## src/rtl/uart_pkg.sv

```systemverilog
// rtl/uart_pkg.sv - shared UART framing constants and receiver state type
package uart_pkg;

    localparam logic UART_START_BIT = 1'b0;
    localparam logic UART_STOP_BIT  = 1'b1;
    localparam int   UART_DATA_BITS = 8;

    typedef enum logic [1:0] {
        IDLE,
        START,
        DATA,
        STOP
    } uart_rx_state_t;

endpackage

```

## src/rtl/uart_sync.sv

```systemverilog
// rtl/uart_sync.sv - two-flop synchronizer for an asynchronous single-bit input
module uart_sync #(
    parameter logic RESET_VAL = 1'b1
) (
    input  logic clk_i,
    input  logic rst_ni,
    input  logic d_i,
    output logic q_o
);

    logic r_meta;
    logic r_sync;

    always_ff @(posedge clk_i or negedge rst_ni) begin
        if (!rst_ni) begin
            r_meta <= RESET_VAL;
            r_sync <= RESET_VAL;
        end else begin
            r_meta <= d_i;
            r_sync <= r_meta;
        end
    end

    assign q_o = r_sync;

endmodule

```

## src/rtl/uart_rx.sv

```systemverilog
// rtl/uart_rx.sv - 8N1 UART receiver, mid-bit sampling, valid/ready byte output
module uart_rx
    import uart_pkg::*;
#(
    parameter int CLKS_PER_BIT = 868
) (
    input  logic       clk_i,
    input  logic       rst_ni,
    input  logic       en_i,
    input  logic       ser_i,
    output logic       data_valid_o,
    input  logic       data_ready_i,
    output logic [7:0] data_o,
    output logic       frame_err_o,
    output logic       overrun_o
);

    localparam int CW = $clog2(CLKS_PER_BIT);
    localparam logic [CW-1:0] HALF_M1 = CW'(CLKS_PER_BIT / 2 - 1);
    localparam logic [CW-1:0] FULL_M1 = CW'(CLKS_PER_BIT - 1);
    localparam logic [2:0]    LAST_BIT = 3'(UART_DATA_BITS - 1);

    uart_rx_state_t r_state;
    uart_rx_state_t w_next_state;
    logic [CW-1:0]  r_wnd_cnt;
    logic [2:0]     r_bit_cnt;
    logic [7:0]     r_shreg;
    logic [7:0]     r_data;
    logic           r_valid;
    logic           r_frame_err;
    logic           r_overrun;

    logic w_ser_s;
    logic w_shift;
    logic w_stop_sample;
    logic w_good;
    logic w_bad;
    logic w_load;
    logic w_overrun;

    uart_sync #(.RESET_VAL(1'b1)) u_sync (
        .clk_i  (clk_i),
        .rst_ni (rst_ni),
        .d_i    (ser_i),
        .q_o    (w_ser_s)
    );

    always_comb begin
        w_next_state  = r_state;
        w_shift       = 1'b0;
        w_stop_sample = 1'b0;
        case (r_state)
            IDLE: begin
                if (w_ser_s == UART_START_BIT) w_next_state = START;
            end
            START: begin
                // Re-check at the start-bit midpoint to reject glitches
                if (r_wnd_cnt == HALF_M1)
                    w_next_state = (w_ser_s == UART_START_BIT) ? DATA : IDLE;
            end
            DATA: begin
                if (r_wnd_cnt == FULL_M1) begin
                    w_shift = 1'b1;
                    if (r_bit_cnt == LAST_BIT) w_next_state = STOP;
                end
            end
            STOP: begin
                if (r_wnd_cnt == FULL_M1) begin
                    w_stop_sample = 1'b1;
                    w_next_state  = IDLE;
                end
            end
            default: w_next_state = IDLE;
        endcase
        if (!en_i) begin
            w_next_state  = IDLE;
            w_shift       = 1'b0;
            w_stop_sample = 1'b0;
        end
    end

    assign w_good    = w_stop_sample && (w_ser_s == UART_STOP_BIT);
    assign w_bad     = w_stop_sample && (w_ser_s != UART_STOP_BIT);
    // A handshake in the same cycle frees the register, so the new byte loads
    assign w_load    = w_good && (!r_valid || data_ready_i);
    assign w_overrun = w_good && r_valid && !data_ready_i;

    always_ff @(posedge clk_i or negedge rst_ni) begin
        if (!rst_ni) begin
            r_state   <= IDLE;
            r_wnd_cnt <= '0;
            r_bit_cnt <= '0;
            r_shreg   <= '0;
        end else begin
            r_state <= w_next_state;
            if (!en_i || (w_next_state != r_state)) r_wnd_cnt <= '0;
            else                                    r_wnd_cnt <= r_wnd_cnt + 1'b1;
            if (!en_i || (r_state == START))        r_bit_cnt <= '0;
            else if (w_shift)                       r_bit_cnt <= r_bit_cnt + 1'b1;
            if (w_shift) r_shreg <= {w_ser_s, r_shreg[7:1]};
        end
    end

    always_ff @(posedge clk_i or negedge rst_ni) begin
        if (!rst_ni) begin
            r_data      <= '0;
            r_valid     <= 1'b0;
            r_frame_err <= 1'b0;
            r_overrun   <= 1'b0;
        end else begin
            if (w_load) begin
                r_data  <= r_shreg;
                r_valid <= 1'b1;
            end else if (r_valid && data_ready_i) begin
                r_valid <= 1'b0;
            end
            r_frame_err <= w_bad;
            r_overrun   <= w_overrun;
        end
    end

    assign data_valid_o = r_valid;
    assign data_o       = r_data;
    assign frame_err_o  = r_frame_err;
    assign overrun_o    = r_overrun;

endmodule

```

## config.mk

```make
export PLATFORM = sky130hd
export DESIGN_NAME = uart_rx
export DESIGN_NICKNAME = d
export VERILOG_FILES = /design/src/rtl/uart_pkg.sv /design/src/rtl/uart_sync.sv /design/src/rtl/uart_rx.sv
export SDC_FILE = /design/constraint.sdc
export NUM_CORES = 1
export LEC_CHECK = 0
export BUFFER_PORTS_ARGS = -buffer_cell sky130_fd_sc_hd__buf_2
export CAP_MARGIN = 20
export CORE_UTILIZATION = 50
export CTS_BUF_LIST = sky130_fd_sc_hd__clkbuf_8
export DETAILED_ROUTE_END_ITERATION = 8
export GPL_TIMING_DRIVEN = 0
export HOLD_SLACK_MARGIN = 0.1
export PLACE_DENSITY = 0.69
export REMOVE_ABC_BUFFERS = 1
export SYNTH_ARGS = -nofsm -noshare
export SYNTH_HDL_FRONTEND = slang
export SYNTH_SLANG_ARGS = --single-unit
export TNS_END_PERCENT = 1
```

## constraint.sdc

```tcl
create_clock -name clk_i -period 3.1 [get_ports clk_i]
set_clock_uncertainty 0.15 [all_clocks]
set_input_delay 0.155 -clock clk_i [delete_from_list [all_inputs] [get_ports clk_i]]
set_output_delay 0.155 -clock clk_i [all_outputs]
set_load 0.02 [all_outputs]
```

==> flow_summary.yaml, run 1 <==
yosys:
  synth_xor_area_share_pct: 4.239
  synth_area_leaders: "dfrtp_1 51%, mux2_4 7.3%, mux2_2 5.5%"
  synth_area_mm2: 0.001653
  postSynthAreaPerCell_um2: 12.06
  synth-async-reset-ratio_pct: 100.0
  synthFlopType: "dfrtp_1"
  synth_edf_count: 0
  synth_top_family_by_area: "simple AND/OR/NAND/NOR gates"
  synth_top_area_share_pct: 51.48
  yosysTopAreaCell: "dfrtp_1"
  yosys_warnings: 0
  synth_cell_type_count: 34
  synth_compound_area_share_pct: 7.343
  syn_inst: 137
  yosys.area_share.simple_pct: 15.44
  seq_area_frac_synth_pct: 54.66
  synthAdderAreaFrac_pct: 3.028
  ys_ff_latch: 36
  synthMuxAreaShare_pct: 12.72
cells_and_area:
  layout_commonest_cell: "dfrtp_1"
  nets: 166
  drive_above_1_share_pct: 27.22
  final_cell_mix: "34 x dfrtp_1, 15 x buf_2, 11 x nor3_1"
  syn_to_final_growth_pct: 15.14
  n_antenna_cell: 0
pwr:
  p_leak_uw: 0.0009015
  power-per-cell-area_mw_per_mm2: 481.1
  p_seq_share_pct: 52.8
  p_int_uw: 726.2
  p_sw_uw: 189.3
  switching_share_pct: 20.68
  power_frac_clock_pct: 43.2
  p_comb_share_pct: 4.0
  peakVddDrop_v: 0.0002665
floorplanning:
  initial_core_util_pct: 53.27
  die_y_um: 59.50
  coreArea_mm2: 0.003103
  die_w_um: 59.50
  die_area_mm2: 0.003540
  num_rows: 20
  ios: 16
timing:
  rsz0062_at_grt: "no"
  relSlewSlack_pct: 46.05
  setup_violations: 0
  clock.fmax_mhz: 360.1
  setup_ws_ns: 0.3228
  final-max-slew-violation-count: 0
  period_share_pct: 89.59
  tns_ns: 0
  final.min_clock_period_ns: 2.777
  worst_pin_slew_ns: 0.8093
  final_hold_viol_count: 0
route:
  detail-route-antenna-nets: 0
  first_pass_iters: 4
  route.detailed.drc: 0
  via_count: 1122
  wirelength_mm: 2.858
  drt_iter0_drc: 37
  wl_per_cell_um: 14.15
  routed_via_density: 5.554
placement:
  gp_congestion: 0.8096
  dp_slack_ns: 0.3508
  dpl.hpwl_mm: 2.004
  portBuffers: 15
worst_setup_path:
  startpoint_type: "flip-flop"
  r2r_start: "r_wnd_cnt[4]"
  arrival_ns: 2.79
  worstPathMaxFanout: 10
  timing.rr.end: "data_o[3]"
  crit_type: "reg2reg"
  worstPathRequired_ns: 3.11
  critPathCapture: "data_o[3]"
  r2r_slack_ns: 0.32
  rr_worst_depth: 4
  worstSetupStartpoint: "r_wnd_cnt[4]"
  crit_path_end_kind: "flip-flop"
clock_tree:
  cts_setup_buffers: 0
  cts_root_buffer: "clkbuf_8"
  cts_resized: 0
  cts_buffer_depth: 2
  clk_latency_ns: 0.28
  cts_tree: "done"
  htreeDepth: 2
  cts.sinks: 36
  cts_hold_buf: 4
  clk_pin_slew_ns: 0.08
  cts_buffers: 5
outcome:
  status: "complete, no violations"
global_routing:
  grt_max_degree: 37
  grt_pass1_wl_mm: 4.678
  overflow: 0
  grt_pass1_vias: 1031
  globalRouteTotalUtil_pct: 18.10
  antenna_found_initial: 0
job:
  cap_violations: 0
min_path:
  hp-class: "reg2reg"
-- power groups by stage --
stage	Sequential, µW	Combinational [µW]	Clock (µW)
2_1_floorplan	490	17.0	0
6_report	483	36.6	396
3_5_place_dp	492	33.9	0
5_1_grt	484	42.2	423
4_1_cts	483	37.8	408
3_3_place_gp	491	32.6	0
-- stage by stage --
step / utilization (%) / std cells / instance area [µm²] / hold slack (ns) / power, µW
6_report: 61.33 / 202 / 1903 / 0.2092 / 915.5
5_1_grt: 61.33 / 202 / 1903 / 0.2139 / 948.9
4_1_cts: 61.33 / 202 / 1903 / 0.2100 / 928.6
3_5_place_dp: 56.45 / 190 / 1752 / 0.1111 / 525.8
3_3_place_gp: 56.45 / 190 / 1752 / 0.1107 / 523.7
2_1_floorplan: - / 131 / 1622 / -0.2906 / 506.9
-- layer usage --
| metal | global-route usage (%) | wire (µm) |
|---|---|---|
| met1 | 24.43 | 1370 |
| met2 | 28.41 | 1391 |
| met3 | 3.930 | 81 |
| met4 | 7.309 | 14 |
| met5 | 0 | 0 |
-- cell type report --
cell class | count | area, µm²
repair buffers | 19 | 115.1
flip-flops and latches | 36 | 903.4
clock inverters | 3 | 42.54
inverters | 3 | 11.26
well taps | 44 | 55.05
clock buffers | 5 | 68.82
multi-input cells | 92 | 706.9
fillers | 274 | 1200
-- cell usage after synthesis, drive strengths merged (2+ instances only) --
cell type,n
buf,2
a31oi,2
nand3,3
mux2,16
dfrtp,34
or3b,2
xnor2,3
dfstp,2
o21ai,6
nor3,11
a21oi,3
nor4,3
clkbuf,4
a32o,3
nand4,6
nand2,8
and4,2
xor2,5
inv,3
ha,4
nor2,4
-- flip-flops by register name, indices dropped and copies added, names as in the netlist, 2 cells and up --
name and cells:
r_wnd_cnt 10, data_o 8, r_shreg 8, r_bit_cnt 3, r_state 2
-- kinds of logic (layout without fill, tap and decap cells) --
| kind of cell | count (synthesis) | in the layout |
|---|---|---|
| xor gates and xnor gates | 8 | 8 |
| muxes | 16 | 16 |
| AOI/OAI and AO/OA | 18 | 18 |
| buffers and inverters | 9 | 30 |
| adders and majority gates | 4 | 4 |
| and+or+nand+nor | 46 | 46 |
| DFF | 36 | 36 |
-- worst max-delay path: stages, from the launching register on --
cell	delay, ns
dfrtp_1	0.46
or3b_1	0.41
or4_1	0.59
or3b_1	0.66
mux2_4	0.38
-- worst min path at each step --
stage	startpoint	end	slack [ns]	cells past startpoint
2_1_floorplan	rst_ni	data_o[0]	-0.29	0
3_3_place_gp	rst_ni	r_bit_cnt[2]	0.11	1
3_5_place_dp	ser_i	u_sync.r_meta	0.11	1
4_1_cts	u_sync.r_meta	u_sync.q_o	0.21	0
5_1_grt	u_sync.r_meta	u_sync.q_o	0.21	0
6_report	u_sync.r_meta	u_sync.q_o	0.21	0
(Power assumes the default switching activity.)
==> run 2: changes to the inputs <==
==> constraint.sdc (replaced) <==
create_clock -name clk_i -period 3.1 [get_ports clk_i]
set_clock_uncertainty 0.15 [all_clocks]
set_input_delay 0.465 -clock clk_i [delete_from_list [all_inputs] [get_ports clk_i]]
set_output_delay 0.465 -clock clk_i [all_outputs]
set_load 0.02 [all_outputs]
==> run 2 against run 1 <==
First-iteration DRC count is 5.4% higher; via count shrank 0.98%; highest routed layer unchanged; sequential share of layout area increased by 1.0 points; die area is the same; clock power is essentially flat; sequential power about the same.
==> flow_summary.yaml, run 2 (synthesized netlist as in run 1, its figures left out) <==
route:
  detail-route-antenna-nets: 0
  drt_iter0_drc: 39
  wirelength_mm: 2.829
  first_pass_iters: 4
  route.detailed.drc: 0
  routed_via_density: 5.611
  wl_per_cell_um: 14.29
  via_count: 1111
clock_tree:
  cts_root_buffer: "clkbuf_8"
  cts.sinks: 36
  cts_resized: 0
  cts_hold_buf: 0
  cts_setup_buffers: 0
  cts_buffers: 5
  cts_tree: "done"
  htreeDepth: 2
  clk_latency_ns: 0.28
  cts_buffer_depth: 2
  clk_pin_slew_ns: 0.08
timing:
  final-max-slew-violation-count: 0
  tns_ns: 0
  setup_violations: 0
  holdWs_ns: 0.09579
  final_hold_viol_count: 0
  clock.fmax_mhz: 360.1
  rsz0062_at_grt: "no"
  worst_pin_slew_ns: 0.8093
  relSlewSlack_pct: 46.05
  final.min_clock_period_ns: 2.777
  period_share_pct: 89.59
  setup_ws_ns: 0.3228
floorplanning:
  coreArea_mm2: 0.003103
  die_w_um: 59.50
  num_rows: 20
  die_y_um: 59.50
  ios: 16
  initial_core_util_pct: 53.27
  die_area_mm2: 0.003540
cells_and_area:
  final_core_util_pct: 60.04
  drive_above_1_share_pct: 27.92
  max_flop_register: "r_wnd_cnt"
  layout_commonest_cell: "dfrtp_1"
  n_fill_cell: 278
  largest_register_ffs: 10
  n_antenna_cell: 0
  final_cell_mix: "34 x dfrtp_1, 15 x buf_2, 11 x nor3_1"
  nets: 162
  multi_input_area_um2: 706.9
  syn_to_final_growth_pct: 12.72
  final_cell_area_mm2: 0.001863
  regArea_um2: 903.4
worst_setup_path:
  crit_path_end_kind: "flip-flop"
  rr_worst_depth: 4
  r2r_slack_ns: 0.32
  crit_type: "reg2reg"
  r2r_start: "r_wnd_cnt[4]"
  arrival_ns: 2.79
  worstPathMaxFanout: 10
  startpoint_type: "flip-flop"
  timing.rr.end: "data_o[3]"
  worstPathRequired_ns: 3.11
pwr:
  power-per-cell-area_mw_per_mm2: 489.3
  power_frac_clock_pct: 43.4
  p_int_uw: 722.9
  p_seq_share_pct: 53.0
  p_leak_uw: 0.0008848
  switching_share_pct: 20.71
  p_comb_share_pct: 3.6
  p_sw_uw: 188.8
  peakVddDrop_v: 0.0002620
placement:
  placed_cell_area_mm2: 0.001752
  dp_slack_ns: 0.3508
  portBuffers: 15
  dpl.hpwl_mm: 2.004
  gp_congestion: 0.8096
global_routing:
  grt_pass1_wl_mm: 4.657
  antenna_found_initial: 0
  grt_max_degree: 37
  grt_pass1_vias: 1025
  overflow: 0
  globalRouteTotalUtil_pct: 18.01
job:
  cap_violations: 0
min_path:
  hp-class: "in2async"
outcome:
  status: "complete, no violations"
==> run 2: layer usage <==
metal,vias to the layer above,track usage [%],share of wire (%)
li1,532,-,-
met5,-,0,0
met2,19,28.09,49
met4,0,7.309,0.49
met3,2,3.930,3.0
met1,558,24.43,48
==> run 2: metrics by stage <==
step	instances	power, µW
6_report	198	911.7
4_1_cts	198	924.8
3_5_place_dp	190	525.8
5_1_grt	198	944.8
3_3_place_gp	190	523.7
2_1_floorplan	131	506.9
==> run 2: area by class of cell <==
type / instances / area share, %
clock buffers: 5 / 3.694
clock inverters: 3 / 2.283
inverters: 3 / 0.6044
multi-input cells: 92 / 37.94
flip-flops and latches: 36 / 48.49
well taps: 44 / 2.955
repair buffers: 15 / 4.030
==> run 2: how the worst max path moves through the flow <==
stage	startpoint	to	slack (ns)	depth (start not counted)
after global placement	r_wnd_cnt[4]	data_o[5]	0.38	4
after CTS	r_wnd_cnt[4]	data_o[3]	0.34	4
after detailed placement	r_wnd_cnt[4]	data_o[5]	0.35	4
final	r_wnd_cnt[4]	data_o[3]	0.32	4
after global routing	r_wnd_cnt[4]	data_o[3]	0.22	4
after floorplan	r_wnd_cnt[4]	data_o[0]	0.56	4
==> run 2: power groups by stage <==
stage	combinational, µW	clock, µW	sequential [µW]
global placement	32.6	0	491
floorplan	17.0	0	490
finish	32.8	396	483
detailed placement	33.9	0	492
global route	38.2	423	484
CTS	33.9	408	483
==> run 2: critical path, stage by stage (launching register included) <==
cell and delay (ns):
dfrtp_1 0.46, or3b_1 0.41, or4_1 0.59, or3b_1 0.66
mux2_4 0.38
